**src/rtl/comm_pkg.sv**
```systemverilog
// Shared definitions for the J1 serial transmitter slot: register offsets,
// status/control bit positions and the serializer state encoding.
package comm_pkg;

   // Register offsets (J1 address bits 3:0)
   localparam logic [3:0] REG_DATA   = 4'h0;
   localparam logic [3:0] REG_STATUS = 4'h2;
   localparam logic [3:0] REG_CTRL   = 4'h4;

   // STATUS word bit positions; the fill count occupies bits 15:4
   localparam int STAT_BUSY      = 0;
   localparam int STAT_FULL      = 1;
   localparam int STAT_EMPTY     = 2;
   localparam int STAT_OVF       = 3;
   localparam int STAT_COUNT_LSB = 4;

   // CTRL write bit positions
   localparam int CTRL_CLR_FIFO = 0;
   localparam int CTRL_CLR_OVF  = 1;

   // Serializer states
   typedef enum logic [1:0] {
      ST_IDLE  = 2'd0,
      ST_START = 2'd1,
      ST_DATA  = 2'd2,
      ST_STOP  = 2'd3
   } tx_state_t;

   // Bit period in clock cycles, integer-truncated
   function automatic int bit_cycles(input int clk_freq, input int baud);
      return clk_freq / baud;
   endfunction

endpackage

```
**src/rtl/comm_sync_fifo.sv**
```systemverilog
// Synchronous FIFO with occupancy count. Read data is presented
// combinationally from the head entry so the consumer can take it in the same
// cycle it pops. A clear empties the FIFO and overrides any push or pop in
// the same cycle.
module comm_sync_fifo #(
   parameter int WIDTH = 8,
   parameter int DEPTH = 16
) (
   input  logic                     clk,
   input  logic                     rst,
   input  logic                     push,
   input  logic                     pop,
   input  logic                     clear,
   input  logic [WIDTH-1:0]         din,
   output logic [WIDTH-1:0]         dout,
   output logic                     full,
   output logic                     empty,
   output logic [$clog2(DEPTH):0]   count
);

   localparam int AW = $clog2(DEPTH);
   localparam int CW = $clog2(DEPTH) + 1;

   logic [WIDTH-1:0] mem [DEPTH];

   logic [AW-1:0] wr_ptr_reg, wr_ptr_next;
   logic [AW-1:0] rd_ptr_reg, rd_ptr_next;
   logic [CW-1:0] count_reg, count_next;

   logic push_ok;
   logic pop_ok;

   assign full    = (count_reg == CW'(DEPTH));
   assign empty   = (count_reg == '0);
   assign count   = count_reg;
   assign dout    = mem[rd_ptr_reg];

   // Full/empty are sampled at the start of the cycle, so a push while full is
   // refused even if a pop frees an entry in the same cycle.
   assign push_ok = push & ~full & ~clear;
   assign pop_ok  = pop & ~empty & ~clear;

   // Next pointer and occupancy values; pointers wrap naturally (power-of-two depth)
   always_comb begin
      wr_ptr_next = wr_ptr_reg;
      rd_ptr_next = rd_ptr_reg;
      count_next  = count_reg;
      if (clear) begin
         wr_ptr_next = '0;
         rd_ptr_next = '0;
         count_next  = '0;
      end else begin
         if (push_ok) wr_ptr_next = wr_ptr_reg + 1'b1;
         if (pop_ok)  rd_ptr_next = rd_ptr_reg + 1'b1;
         case ({push_ok, pop_ok})
            2'b10:   count_next = count_reg + 1'b1;
            2'b01:   count_next = count_reg - 1'b1;
            default: count_next = count_reg;
         endcase
      end
   end

   // Pointer and count registers
   always_ff @(posedge clk or posedge rst) begin
      if (rst) begin
         wr_ptr_reg <= '0;
         rd_ptr_reg <= '0;
         count_reg  <= '0;
      end else begin
         wr_ptr_reg <= wr_ptr_next;
         rd_ptr_reg <= rd_ptr_next;
         count_reg  <= count_next;
      end
   end

   // Storage array; contents need no reset since occupancy gates every read
   always_ff @(posedge clk) begin
      if (push_ok) mem[wr_ptr_reg] <= din;
   end

endmodule

```
**src/rtl/comm_tx_queue.sv**
```systemverilog
// Memory-mapped 8N1 transmitter for the J1 I/O bus. Firmware pushes bytes
// into a FIFO through DATA, polls STATUS, and uses CTRL to flush the FIFO or
// clear the sticky overflow flag. The serializer drains the FIFO back to back
// with no idle gap between frames.
module comm_tx_queue
   import comm_pkg::*;
#(
   parameter int CLK_FREQ   = 50000000,
   parameter int BAUD       = 115200,
   parameter int FIFO_DEPTH = 16
) (
   input  logic        clk,
   input  logic        rst,
   input  logic [15:0] d_in,
   input  logic        cs,
   input  logic [3:0]  addr,
   input  logic        rd,
   input  logic        wr,
   output logic [15:0] d_out,
   output logic        tx,
   output logic        busy
);

   localparam int BIT_CYC = bit_cycles(CLK_FREQ, BAUD);
   localparam int CNT_W   = (BIT_CYC > 2) ? $clog2(BIT_CYC) : 1;
   localparam int FCW     = $clog2(FIFO_DEPTH) + 1;

   // Bus decode
   logic push_req;
   logic ctrl_wr;
   logic clr_fifo;
   logic clr_ovf;
   logic status_rd;

   // FIFO interface
   logic [7:0]     fifo_dout;
   logic           fifo_full;
   logic           fifo_empty;
   logic [FCW-1:0] fifo_count;
   logic           load_frame;

   // Serializer state
   tx_state_t         state_reg, state_next;
   logic [CNT_W-1:0]  baud_cnt_reg, baud_cnt_next;
   logic [2:0]        bit_idx_reg, bit_idx_next;
   logic [7:0]        shift_reg, shift_next;
   logic              baud_tick;

   logic        overflow_reg;
   logic [15:0] status_word;

   // Upper data bits carry nothing for this peripheral
   logic unused_d_in;
   assign unused_d_in = &{1'b0, d_in[15:8]};

   assign push_req  = cs & wr & (addr == REG_DATA);
   assign ctrl_wr   = cs & wr & (addr == REG_CTRL);
   assign clr_fifo  = ctrl_wr & d_in[CTRL_CLR_FIFO];
   assign clr_ovf   = ctrl_wr & d_in[CTRL_CLR_OVF];
   assign status_rd = cs & rd & (addr == REG_STATUS);

   assign baud_tick = (baud_cnt_reg == CNT_W'(BIT_CYC - 1));

   // A new byte is taken either from idle or at the last cycle of a stop bit,
   // which is what makes consecutive frames contiguous. A flush in the same
   // cycle suppresses the load so no discarded byte ever reaches the line.
   assign load_frame = ~fifo_empty & ~clr_fifo &
                       ((state_reg == ST_IDLE) | ((state_reg == ST_STOP) & baud_tick));

   comm_sync_fifo #(
      .WIDTH (8),
      .DEPTH (FIFO_DEPTH)
   ) u_fifo (
      .clk   (clk),
      .rst   (rst),
      .push  (push_req),
      .pop   (load_frame),
      .clear (clr_fifo),
      .din   (d_in[7:0]),
      .dout  (fifo_dout),
      .full  (fifo_full),
      .empty (fifo_empty),
      .count (fifo_count)
   );

   // Sticky overflow: set by a refused push, cleared only by CTRL
   always_ff @(posedge clk or posedge rst) begin
      if (rst) begin
         overflow_reg <= 1'b0;
      end else if (clr_ovf) begin
         overflow_reg <= 1'b0;
      end else if (push_req & fifo_full & ~clr_fifo) begin
         overflow_reg <= 1'b1;
      end
   end

   // Serializer state register
   always_ff @(posedge clk or posedge rst) begin
      if (rst) begin
         state_reg <= ST_IDLE;
      end else begin
         state_reg <= state_next;
      end
   end

   // Serializer next-state logic
   always_comb begin
      state_next = state_reg;
      case (state_reg)
         ST_IDLE:  if (load_frame) state_next = ST_START;
         ST_START: if (baud_tick) state_next = ST_DATA;
         ST_DATA:  if (baud_tick && (bit_idx_reg == 3'd7)) state_next = ST_STOP;
         ST_STOP:  if (baud_tick) state_next = load_frame ? ST_START : ST_IDLE;
         default:  state_next = ST_IDLE;
      endcase
   end

   // Baud counter, bit index and shift register updates
   always_comb begin
      baud_cnt_next = baud_cnt_reg;
      bit_idx_next  = bit_idx_reg;
      shift_next    = shift_reg;
      if (load_frame) begin
         baud_cnt_next = '0;
         bit_idx_next  = '0;
         shift_next    = fifo_dout;
      end else if (state_reg == ST_IDLE) begin
         baud_cnt_next = '0;
      end else if (baud_tick) begin
         baud_cnt_next = '0;
         if (state_reg == ST_DATA) begin
            bit_idx_next = bit_idx_reg + 1'b1;
            shift_next   = {1'b0, shift_reg[7:1]};
         end
      end else begin
         baud_cnt_next = baud_cnt_reg + 1'b1;
      end
   end

   // Serializer datapath registers
   always_ff @(posedge clk or posedge rst) begin
      if (rst) begin
         baud_cnt_reg <= '0;
         bit_idx_reg  <= '0;
         shift_reg    <= '0;
      end else begin
         baud_cnt_reg <= baud_cnt_next;
         bit_idx_reg  <= bit_idx_next;
         shift_reg    <= shift_next;
      end
   end

   // Line and busy outputs decoded from state; reset forces the line idle at once
   always_comb begin
      tx   = 1'b1;
      busy = (state_reg != ST_IDLE) | ~fifo_empty;
      case (state_reg)
         ST_START: tx = 1'b0;
         ST_DATA:  tx = shift_reg[0];
         default:  tx = 1'b1;
      endcase
   end

   // STATUS assembly and read mux; any other read returns zero
   always_comb begin
      status_word                      = '0;
      status_word[STAT_BUSY]           = busy;
      status_word[STAT_FULL]           = fifo_full;
      status_word[STAT_EMPTY]          = fifo_empty;
      status_word[STAT_OVF]            = overflow_reg;
      status_word[15:STAT_COUNT_LSB]   = 12'(fifo_count);
      d_out                            = status_rd ? status_word : 16'h0000;
   end

endmodule
```
**config.mk**
```make
export PLATFORM = sky130hd
export DESIGN_NAME = comm_tx_queue
export DESIGN_NICKNAME = d
export VERILOG_FILES = /design/src/rtl/comm_pkg.sv /design/src/rtl/comm_sync_fifo.sv /design/src/rtl/comm_tx_queue.sv
export SDC_FILE = /design/constraint.sdc
export NUM_CORES = 1
export LEC_CHECK = 0
export ABC_AREA = 0
export BUFFER_PORTS_ARGS = -buffer_cell sky130_fd_sc_hd__buf_2
export CORE_MARGIN = 10
export CORE_UTILIZATION = 25
export CTS_BUF_LIST = sky130_fd_sc_hd__clkbuf_16
export DETAILED_ROUTE_END_ITERATION = 16
export PLACE_DENSITY = 0.37
export SLEW_MARGIN = 20
export SYNTH_ARGS = -nofsm -noshare
export SYNTH_HDL_FRONTEND = slang
export SYNTH_SLANG_ARGS = --single-unit
```
**constraint.sdc**
```tcl
create_clock -name clk -period 4.2 [get_ports clk]
set_input_delay 0.42 -clock clk [delete_from_list [all_inputs] [get_ports clk]]
set_output_delay 0.42 -clock clk [all_outputs]
set_load 0.03 [all_outputs]
```
==> results.md, run 1 <==
- The routed layout has 3791 vias.
- The critical path class is reg -> reg.
- The clock drives 164 sinks.
- The sequential cell area fraction in the yosys report is 0.6544.
- The tightest min-delay check is of the in -> async type.
- The area of the die is 36210 sq um.
- The maximum net fanout on the critical path is 12.
- Buffers placed on the I/O ports in this run total 27.
- The proportion of synthesized flip-flops having asynchronous set or reset is 0.2195.
- The number of remaining DRC errors is 0.
- The number of global-route vias before repair was 4110.
- The antenna diode instance count is 0.
- The number of DRC markers in iteration 0 is 195.
- The number of standard-cell rows in the floorplan is just over 60.
- Setup repair after global routing left no endpoint under its margin.
- On the final layout, the worst clock skew is 0.01070 ns.
- The overall routing resource usage is 0.1020.
- The width of the die is roughly 190 um.
- The global-route wire length before repair is 26980 um.
- The first TritonRoute pass finished after 4 iterations.
- For this configuration, the core starts out at a cell density of 0.2533.
- The number of warning messages in the yosys log is 0.
- The area added between synthesis and finish is 16.38%.
- In this run the tightest slew margin relative to its limit is 0.3766.
- STA puts the critical path data arrival time at 3.63 ns.
- The root buffer selected by CTS is sky130_fd_sc_hd__clkbuf_16.
- Leaving out fill and tap cells, the most frequent cell in the layout is sky130_fd_sc_hd__edfxtp_1.
- The share of total power dissipated in sequential elements is 0.504.
- The standard cell core area is 28630 sq um.
- The net count of the finished layout is 509.
- The netlist area before placement is ~7300 sq um.
- Of the total power, the share spent switching nets is 0.2248.
- The final wirelength is around 18000 um.
- After layout, the minimum clock period comes to 3.275 ns.
- The total negative slack for setup checks is 0 ns.
- The count of unique library cells instantiated by Yosys is 59.
- Dividing the detail-routed wire length by the instance count gives 20.30 um.
- On the critical path, the stage with the largest delay is an instance of sky130_fd_sc_hd__or4_4.
- The fraction of the cycle the final worst path needs is 0.7797.
- The critical path endpoint category is a flip-flop.
- For this run, the leading register cell type out of synthesis is sky130_fd_sc_hd__edfxtp_1.
- The number of routed nets with antenna violations is 0.
- The delay contributed by the slowest stage of the critical path is around 0.60 ns.
- The initial antenna violation count is 0.
- TritonCTS built the clock tree.
- The max-cap check violation count is 0.
- The number of buffers and inverters on the critical path is 1.
- Summed over all cells, the static leakage comes to 2.960 nW.
- A synthesized cell averages 16.67 sq um.
- The kind of cell adding the most delay to the critical path is simple AND/OR/NAND/NOR gates.
- Entering global routing, the biggest net connects 37 pins.
- After clock tree synthesis, the clock-pin slew on the worst setup and hold paths is 0.07 ns.
- After legalization and detailed placement, the total HPWL measured 10990 um.
- Leaving out fill and tap cells, the most frequent cells in the layout are sky130_fd_sc_hd__edfxtp_1 (128), sky130_fd_sc_hd__dfrtp_1 (35), sky130_fd_sc_hd__nor2_1 (33).
- The peak clock frequency supported by timing is slightly above 0.3 GHz.
- Synthesis inferred 164 register bits.
- Global routing finished with a remaining overflow of 0.
- CTS built an H-tree with a depth of 4.
- The insertion delay of the later-clocked pin in the worst-skew pair is 0.43 ns.
- The final core area utilization is 0.2948.
- The internal portion of total power is 0.002746 W.
- The startpoint type of the worst setup path is a flip-flop.
- The post-cts gate resize count is 0.
- The height of the chip is 190.3 um.
- The count of flip-flops with a built-in enable after synthesis is 128.
- The maximum count of clock buffers along a single path is 2.
- The final count of pins violating max slew is 0.
- The number of clock buffers added by TritonCTS is 17.
- After clock tree synthesis, the flow added hold-fix buffers numbering 0.
- After technology mapping, the gate count stands at 435.
- Across the VDD grid, the largest voltage drop is 0.2518 mV.
- The count of boundary I/O pins is 43.
- The weighted congestion reported at the end of routability-driven placement is ~0.76.
- The combinational power share is 0.041.
- The per-cell via count in the routed design is 4.388.
- The transition time of the tightest slew-check pin is 0.9282 ns.
- The fraction of final layout cells sized beyond drive strength 1 is 0.2542.
- Setup violations remaining at the end of the flow were counted as 0.
- In this run the power spent charging and discharging nets is 0.0007962 W.
- The register with the most flip-flops in the layout has 128 of them.
- The number of failing hold endpoints at the final stage is 0.
- For this design the ratio of total power to cell area is 419.8 nW/um^2.
- At the worst endpoint, the required time is 4.55 ns.
- The flow ran to the end, and the final reports show no timing, DRC or antenna violations.
- The number of buffers inserted by post-CTS setup repair is 0.
- Sorting the synthesized cells by area gives the leading types as sky130_fd_sc_hd__edfxtp_1 (53%), sky130_fd_sc_hd__dfrtp_1 (12%), sky130_fd_sc_hd__mux4_2 (9.6%).
- Of the post-synthesis cell area, the dominant cell type holds 0.5301.
- The most area-hungry cell type in the Yosys netlist is sky130_fd_sc_hd__edfxtp_1.
- The critical path goes through or4_4 > o211ai_1 > buf_4 > nand3_1 > xnor2_1 > ha_1 > o31ai_1 > nand2b_1 > or4_1 > o311a_1 > a31oi_1.
- The worst hold margin is 0.1108 ns.
- The clock power share is 0.455.
synthesized netlist by cell type (all sizes together) (2+ instances only):
cell type	number
dfrtp	36
a31oi	5
o31ai	3
nand3	8
mux4	40
nor2	34
xnor2	10
nor4	7
and3	3
or4	2
nor3	3
clkbuf	12
buf	15
edfxtp	128
a21o	2
o21ai	7
and2	15
a211oi	2
a22o	2
nand2	14
ha	15
o211ai	2
nand4	3
mux2i	5
mux2	13
a21oi	5
xor2	4
a2bb2oi	2
inv	16
nor3b	3
worst paths after layout:
path / startpoint / end / slack (ns) / cells after the start
worst min-delay path: rst / baud_cnt_reg[3] / 0.11 / 3
max in group asynchronous: rst / u_fifo.rd_ptr_reg[0] / 3.70 / 3
worst max-delay path: u_fifo.count[2] / u_fifo.count[4] / 0.93 / 11
min in group clk: addr[2] / overflow_reg / 0.28 / 2
worst max register to register: u_fifo.count[2] / u_fifo.count[4] / 0.93 / 11
worst min register to register: overflow_reg / overflow_reg / 0.50 / 2
per-layer routing:
layer	global-route usage	share of wire
met5	0	0
met4	0.03362	0.011
met3	0.02323	0.038
met2	0.1692	0.50
met1	0.1288	0.45
cell type report:
| cell class | count | area, sq um |
|---|---|---|
| inverter | 16 | 60.06 |
| multi-input combinational | 234 | 2352 |
| timing repair buffer | 36 | 202.7 |
| clock inverter | 13 | 171.4 |
| sequential | 164 | 4746 |
| clock buffer | 17 | 425.4 |
| fill | 2808 | 20190 |
| tap | 384 | 480.5 |
power groups by stage:
stage | clock network, W | logic, W | registers (W)
3_5_place_dp | 0 | 0.000147 | 0.00182
6_report | 0.00161 | 0.000146 | 0.00178
5_1_grt | 0.00173 | 0.000167 | 0.00179
2_1_floorplan | 0 | 0.0000928 | 0.00181
4_1_cts | 0.00166 | 0.000149 | 0.00178
3_3_place_gp | 0 | 0.000145 | 0.00182
cells by family after synthesis:
group	share of synthesized area
DFF	0.6544
and+or+nand+nor	0.07110
muxes	0.1560
buffers and inverters	0.03261
AOI/OAI and AO/OA	0.04262
adders and majority gates	0.02588
xor gates and xnor gates	0.01691
other	0.0005172
through the flow:
step / worst slack (ns) / instance area, sq um / total power [W] / std cells
3_3_place_gp: 0.9958 / 7841 / 0.001963 / 834
2_1_floorplan: 1.405 / 7273 / 0.001904 / 441
3_5_place_dp: 0.9869 / 7841 / 0.001965 / 834
4_1_cts: 0.9626 / 8438 / 0.003594 / 864
6_report: 0.9254 / 8438 / 0.003543 / 864
5_1_grt: 0.6410 / 8438 / 0.003681 / 864
worst reg2reg max path: cells and delay by family (launching register included):
| family | cells | cell delay, ns |
|---|---|---|
| buf+inv | 1 | 0.27 |
| flops | 1 | 0.45 |
| simple gates | 4 | 1.34 |
| xor+xnor | 1 | 0.20 |
| compound gates | 4 | 0.70 |
| fa+ha+maj | 1 | 0.24 |
No activity file was read; power rests on OpenSTA's default activity.
==> run 2: changes to the inputs <==
--- a/config.mk
+++ b/config.mk
@@ -11,7 +11,7 @@
 export CORE_UTILIZATION = 25
 export CTS_BUF_LIST = sky130_fd_sc_hd__clkbuf_16
 export DETAILED_ROUTE_END_ITERATION = 16
-export PLACE_DENSITY = 0.37
+export PLACE_DENSITY = 0.38
 export SLEW_MARGIN = 20
 export SYNTH_ARGS = -nofsm -noshare
 export SYNTH_HDL_FRONTEND = slang
==> constraint.sdc (replaced) <==
create_clock -name clk -period 3 [get_ports clk]
set_input_delay 0.3 -clock clk [delete_from_list [all_inputs] [get_ports clk]]
set_output_delay 0.3 -clock clk [all_outputs]
set_load 0.03 [all_outputs]
==> results.md, run 2 (synthesis gave the netlist of run 1 again) <==
- STA classifies the critical path startpoint as a flip-flop.
- The area added between synthesis and finish is 18.53%.
- The cell with the largest stage delay on the worst path is sky130_fd_sc_hd__or4_4.
- Counting every sink on the clock net gives roughly 160.
- The transition time of the tightest slew-check pin is 0.6351 ns.
- The number of failing hold endpoints at the final stage is 0.
- The peak clock frequency supported by timing is 0.3557 GHz.
- The final wirelength is 16500 um.
- The longest clock path from root to sink contains 2 buffers.
- The critical path class is reg -> reg.
- The number of remaining DRC errors is 0.
- The clock period minus final worst setup slack is 2.812 ns.
- The number of buffers inserted by post-CTS setup repair is 0.
- The multi-input combinational cells in the finished layout cover a total of 2305 sq um.
- STA puts the critical path data arrival time at 3.15 ns.
- The startpoint identified for the worst register-to-register timing path is u_fifo.count[1].
- For the worst-skew pair, the clock arrives at the later sink with an insertion delay of 0.43 ns.
- The number of global-route vias before repair is 4196.
- The highest ir drop seen on vdd is 0.3821 mV.
- The required time of the critical path is about 3.3 ns.
- The total via count in the routed design is 3879.
- The width of the die is 190.3 um.
- The number of standard-cell rows in the floorplan is slightly above 60.
- The TritonCTS clock tree is done.
- For this design, the CTS-stage hold fixing added 0 buffers.
- The number of levels in the clock H-tree is 4.
- The root buffer selected by CTS is sky130_fd_sc_hd__clkbuf_16.
- The wire length per cell is around 19 um.
- The fraction of final layout cells sized beyond drive strength 1 is 0.2857.
- The run finished with clean final reports.
- The total of endpoints with negative setup slack in the final report is 0.
- The number of flip-flops under the largest register name is around 130.
- After the first detailed-routing iteration, the DRC count stood at 169.
- The clock transition time at the flip-flop clock pins of the worst setup and hold paths is 0.07 ns.
- The core region is 28630 sq um.
- The critical path endpoint category is a flip-flop.
- For this configuration, the core starts out at a cell density of 0.2533.
- The minimum setup slack among reg-to-reg paths is 0.19 ns.
- Counting both buffers and inverters, the worst setup path holds a total of 2.
- The repair_antennas step left the layout with diodes totalling 0.
- The initial antenna violation count is 0.
- The post-cts gate resize count is 0.
- The worst hold path class is in -> async.
- The cell area power density is between 500 and 600 nW/um^2.
- Fill cells in the final layout number 2825.
- The die covers 36210 sq um.
- During placement, the flow inserted port buffers numbering 27.
- The library cell used most frequently in the layout, excluding fill and tap cells, is sky130_fd_sc_hd__edfxtp_1.
- The global-route wire length before repair is ~26000 um.
- The worst hold margin is 0.02783 ns.
- The kind of cell adding the most delay to the critical path is simple AND/OR/NAND/NOR gates.
- The final layout contains 531 nets.
- The remaining global-route overflow is 0.
- The overall routing resource usage is 0.09444.
- Setup repair after global routing left no endpoint under its margin.
- The cell count of the worst reg-to-reg path is 11.
- Entering global routing, the biggest net connects 37 pins.
- The worst clock skew is 0.01273 ns.
- The number of buffers added by the clock tree synthesis step is 17.
- The number of iterations in the first detailed-routing pass is 4.
- The height of the chip is 190.3 um.
- In this run the remaining antenna-violating nets after routing total 0.
- Detailed placement finished with a half-perimeter wire length of 11660 um.
- Pin placement for this block handled 43 I/O pins.
- The endpoint identified for the worst register-to-register timing path is u_fifo.count[4].
- The worst pin sits at a relative slew slack of 0.5766.
- The delay contributed by the slowest stage of the critical path is 0.55 ns.
- The per-cell via count in the routed design is 4.368.
- The final count of pins violating max slew is 0.
- Traced cell by cell, the critical path runs through or4_4 > o211ai_1 > nand3_1 > buf_4 > inv_2 > ha_1 > o31ai_1 > nand2b_1 > or4_1 > o311a_1 > a31oi_1.
- The max-cap check violation count is 0.
- The top cell types in the final layout, fill and taps aside, are sky130_fd_sc_hd__edfxtp_1 (128), sky130_fd_sc_hd__dfrtp_1 (35), sky130_fd_sc_hd__nor2_1 (33).
- The maximum net fanout on the critical path is 6.
- In the finished design, the share of the clock period the worst path needs comes to 0.9372.
- The register area is 4746 sq um.
- The total negative slack for setup checks is 0 ns.
- The leakage power summed over all cells is 3.079 nW.
- The congestion estimate from routability-driven global placement came to 0.7721.
## run 2: changes by cell type in the layout (fill, tap and decap cells not counted), moves of 3 or more
cell                        change
sky130_fd_sc_hd__buf_4         +21
sky130_fd_sc_hd__clkinv_8       +7
sky130_fd_sc_hd__nor4_4         -4
sky130_fd_sc_hd__bufinv_16      -3
sky130_fd_sc_hd__inv_6          -3
## run 2: worst max path at each step
stage	from	to	slack (ns)	cells after the start
5_1_grt	u_fifo.count[1]	u_fifo.count[4]	0.01	11
6_report	u_fifo.count[1]	u_fifo.count[4]	0.19	11
2_1_floorplan	u_fifo.count[2]	u_fifo.count[4]	0.21	10
4_1_cts	u_fifo.count[2]	u_fifo.count[4]	0.17	11
3_3_place_gp	u_fifo.count[2]	u_fifo.count[4]	0.21	11
3_5_place_dp	u_fifo.count[2]	u_fifo.count[4]	0.19	11
## run 2: area by class of cell
type,count,area share
clock buffers,17,0.04950
repair buffers,58,0.04426
well taps,384,0.05590
clock inverters,15,0.02300
inverters,16,0.006988
multi-input cells,234,0.2682
flip-flops and latches,164,0.5522
## run 2: per-stage QoR
| stage | utilization | setup WS [ns] | area (sq um) | power (W) | std cells |
|---|---|---|---|---|---|
| after global placement | 0.2782 | 0.2146 | 7964 | 0.002767 | 855 |
| after detailed placement | 0.2782 | 0.1913 | 7964 | 0.002768 | 855 |
| after CTS | 0.3000 | 0.1698 | 8587 | 0.004994 | 887 |
| after floorplan | - | 0.2051 | 7273 | 0.002666 | 441 |
| after global routing | 0.3002 | 0.009668 | 8594 | 0.005136 | 888 |
| final | 0.3002 | 0.1884 | 8594 | 0.004917 | 888 |
## run 2: report_power, final
part / leakage (nW) / internal, W / switching [W] / total, W
Sequential: 1.61 / 0.00247 / 0.0000252 / 0.00249
Combinational: 1.17 / 0.0000779 / 0.000151 / 0.000229
Clock: 0.297 / 0.00114 / 0.00105 / 0.00220
Total: 3.08 / 0.00369 / 0.00123 / 0.00492
## run 2: metal layers
layer	routed length, um	track usage	vias up	part of all wire
met2	7938	0.1494	55	0.48
met3	505	0.02377	7	0.031
met4	116	0.02180	0	0.0070
met1	7943	0.1273	2016	0.48
met5	0	0	-	0
li1	-	-	1801	-
## run 2: worst register-to-register path, stage by stage (launching register included)
cell	delay, ns
sky130_fd_sc_hd__dfrtp_1	0.38
sky130_fd_sc_hd__or4_4	0.55
sky130_fd_sc_hd__o211ai_1	0.24
sky130_fd_sc_hd__nand3_1	0.15
sky130_fd_sc_hd__buf_4	0.18
sky130_fd_sc_hd__inv_2	0.09
sky130_fd_sc_hd__ha_1	0.28
sky130_fd_sc_hd__o31ai_1	0.08
sky130_fd_sc_hd__nand2b_1	0.09
sky130_fd_sc_hd__or4_1	0.41
sky130_fd_sc_hd__o311a_1	0.13
sky130_fd_sc_hd__a31oi_1	0.15
==> run 3: changes to the inputs <==
==> constraint.sdc (replaced) <==
create_clock -name clk -period 3 [get_ports clk]
set_input_delay 0.6 -clock clk [delete_from_list [all_inputs] [get_ports clk]]
set_output_delay 0.6 -clock clk [all_outputs]
set_load 0.03 [all_outputs]
==> results.md, run 3 (synthesis gave the netlist of run 1 again) <==
- Summed over all layers, the global routing overflow is 0.
- The share of total power dissipated in the clock network is 0.445.
- The initialized floorplan defines 62 standard-cell rows.
- The flow ran to the end, and the final reports show no timing, DRC or antenna violations.
- The maximum count of clock buffers along a single path is 2.
- In this run the power spent charging and discharging nets is 0.001233 W.
- The antenna diode instance count is 0.
- The initial cell density of the core is 0.2533.
- The signal arrival time at the worst endpoint is 3.17 ns.
- The startpoint identified for the worst hold timing path is addr[2].
- Of the total power, registers draw 0.508.
- In the final routed layout, each cell accounts on average for 18.87 um.
- The tightest slew margin relative to the limit is 0.4105.
- The number of sinks on the clock net is 164.
- The final wirelength is 16810 um.
- The worst hold path class is in -> reg.
- The initial antenna violation count is 0.
- From bottom edge to top edge, the die measures 190.3 um.
- The share of total power consumed by net switching is 0.2514.
- After detailed placement, the design holds a cell count of 858.
- The number of failing hold endpoints at the final stage is 0.
- The cell area power density is ~570 nW/um^2.
- The cell count of the worst reg-to-reg path is 10.
- In the final layout, the share of cells above drive strength 1 is 0.2919.
- The area of the die is 36210 sq um.
- The number of non-filler instances in the completed layout is approximately 890.
- At the pin with the least slew margin, the transition time is 0.8832 ns.
- The root buffer selected by CTS is sky130_fd_sc_hd__clkbuf_16.
- The total via count in the routed design is 3960.
- The detailed router finished its first iteration with roughly 220 violations.
- The combinational power share is 0.047.
- After detailed routing, the number of remaining DRC violations is 0.
- Across the VDD grid, the largest voltage drop is 0.3628 mV.
- The clock period minus final worst setup slack is approximately 2.8 ns.
- In this run the static leakage power is 3.086 nW.
- The total negative slack for setup checks is 0 ns.
- The peak clock frequency supported by timing is 0.3544 GHz.
- The overall routing resource usage is 0.09650.
- Once detail routing completed, the nets flagged for antenna violations numbered 0.
- Across the run, the number of max-cap violations was 0.
- At the end of the flow, the number of nets in the layout was 534.
- Entering global routing, the biggest net connects 35 pins.
- The required time of the critical path is 3.35 ns.
- Across the routed clock network, the largest skew measured is ~0.014 ns.
- Counting the buffers created by CTS gives 17.
- The insertion delay of the later-clocked pin in the worst-skew pair is 0.43 ns.
- The area added between synthesis and finish is 19.03%.
- The placed instances occupy a cell area of 7999 sq um.
- The count of boundary I/O pins is between 40 and 50.
- Clock-pin slew was measured on the worst setup and hold paths at 0.07 ns.
- The final count of pins violating max slew is 0.
- The worst setup path is captured at a flip-flop.
- The critical path is of the reg -> reg type.
- The number of flip-flops under the largest register name is 128.
- The end point of the worst hold path is overflow_reg.
- During placement, the flow inserted port buffers numbering 27.
- After legalization and detailed placement, the total HPWL measured 11430 um.
- The minimum setup slack among reg-to-reg paths is around 0.18 ns.
- The timing startpoint of the critical path is u_fifo.count[2].
- The internal portion of total power is 0.003672 W.
- The global-route wire length before repair is between 20000 and 30000 um.
- The core region is 28630 sq um.
- The fraction of the cycle the final worst path needs is 0.9405.
- The worst register-to-register path ends at u_fifo.count[4].
- Dividing the detail-routed via count by the number of cells gives around 4.4.
- In this run the worst path has a maximum fanout of 5.
- In this run the post-CTS setup repair buffer count came out at 0.
- In the layout the commonest cells are sky130_fd_sc_hd__edfxtp_1 (128), sky130_fd_sc_hd__dfrtp_1 (35), sky130_fd_sc_hd__nor2_1 (33).
- The number of global-route vias before repair is just over 4000.
- TritonCTS built the clock tree.
- The weighted congestion reported at the end of routability-driven placement is 0.8003.
- The number of levels in the clock H-tree is 4.
- The final design instance area without fill is 8631 sq um.
- The first detailed-routing pass ran for 4 iterations.
- The library cell used most frequently in the layout, excluding fill and tap cells, is sky130_fd_sc_hd__edfxtp_1.
- The startpoint type of the worst setup path is a flip-flop.
- The worst hold path was traced through 2 stages.
- The critical register-to-register path startpoint is u_fifo.count[2].
- Setup violations remaining at the end of the flow were counted as 0.
- The final core area utilization is 0.3015.
- Setup repair after global routing left no endpoint under its margin.
- The floorplan step set the die width to around 190 um.
-- run 3: critical path, stage by stage, from the launching register on --
cell	delay, ns
sky130_fd_sc_hd__dfrtp_1	0.38
sky130_fd_sc_hd__or4_4	0.58
sky130_fd_sc_hd__o211ai_1	0.28
sky130_fd_sc_hd__nand3_2	0.18
sky130_fd_sc_hd__xnor2_1	0.17
sky130_fd_sc_hd__ha_2	0.20
sky130_fd_sc_hd__o31ai_1	0.20
sky130_fd_sc_hd__nand2b_1	0.09
sky130_fd_sc_hd__or4_1	0.40
sky130_fd_sc_hd__o311a_1	0.13
sky130_fd_sc_hd__a31oi_1	0.13
-- run 3: through the flow --
step	worst slack (ns)	power (W)	hold WS [ns]
detailed placement	0.09606	0.002768	0.4687
global placement	0.08204	0.002765	0.4672
CTS	0.1141	0.004973	0.4622
floorplan	0.03866	0.002666	0.4606
finish	0.1786	0.004906	0.4813
global route	0.02526	0.005096	0.5114
-- run 3: how the worst max path moves through the flow --
| stage | cells after the start | to |
|---|---|---|
| finish | 10 | u_fifo.count[4] |
| global route | 10 | u_fifo.count[4] |
| CTS | 10 | u_fifo.count[4] |
| detailed placement | 11 | u_fifo.count[4] |
| global placement | 11 | u_fifo.count[4] |
| floorplan | 11 | u_fifo.count[4] |
-- run 3: area by class of cell --
type | instances | area, sq um
Timing Repair Buffer | 61 | 417.9
Clock buffer | 17 | 425.4
Clock inverter | 15 | 188.9
Sequential cell | 164 | 4746
Multi-Input combinational cell | 234 | 2312
Inverter | 16 | 60.06
Fill cell | 2821 | 19990
Tap cell | 384 | 480.5
-- run 3: metal layers --
metal  GRT usage  vias up  wire length (um)
li1            -     1805                 -
met1      0.1281     2085              8076
met2      0.1519       56              8022
met3     0.02231       14               537
met4     0.03271        0               172
met5           0        -                 0
-- run 3: power groups by stage --
stage	sequential [W]	clock (W)	combinational [W]
floorplan	0.00254	0	0.000130
global placement	0.00254	0	0.000226
detailed placement	0.00254	0	0.000227
CTS	0.00249	0.00225	0.000232
global route	0.00249	0.00235	0.000255
finish	0.00249	0.00218	0.000231
-- run 3: repair_timing --
item | in CTS | in global routing
hold buffers | 1 | 0
setup endpoints to repair | 0 | 1
endpoints found under the hold margin | 2 | 0
gates resized for setup | 0 | 2
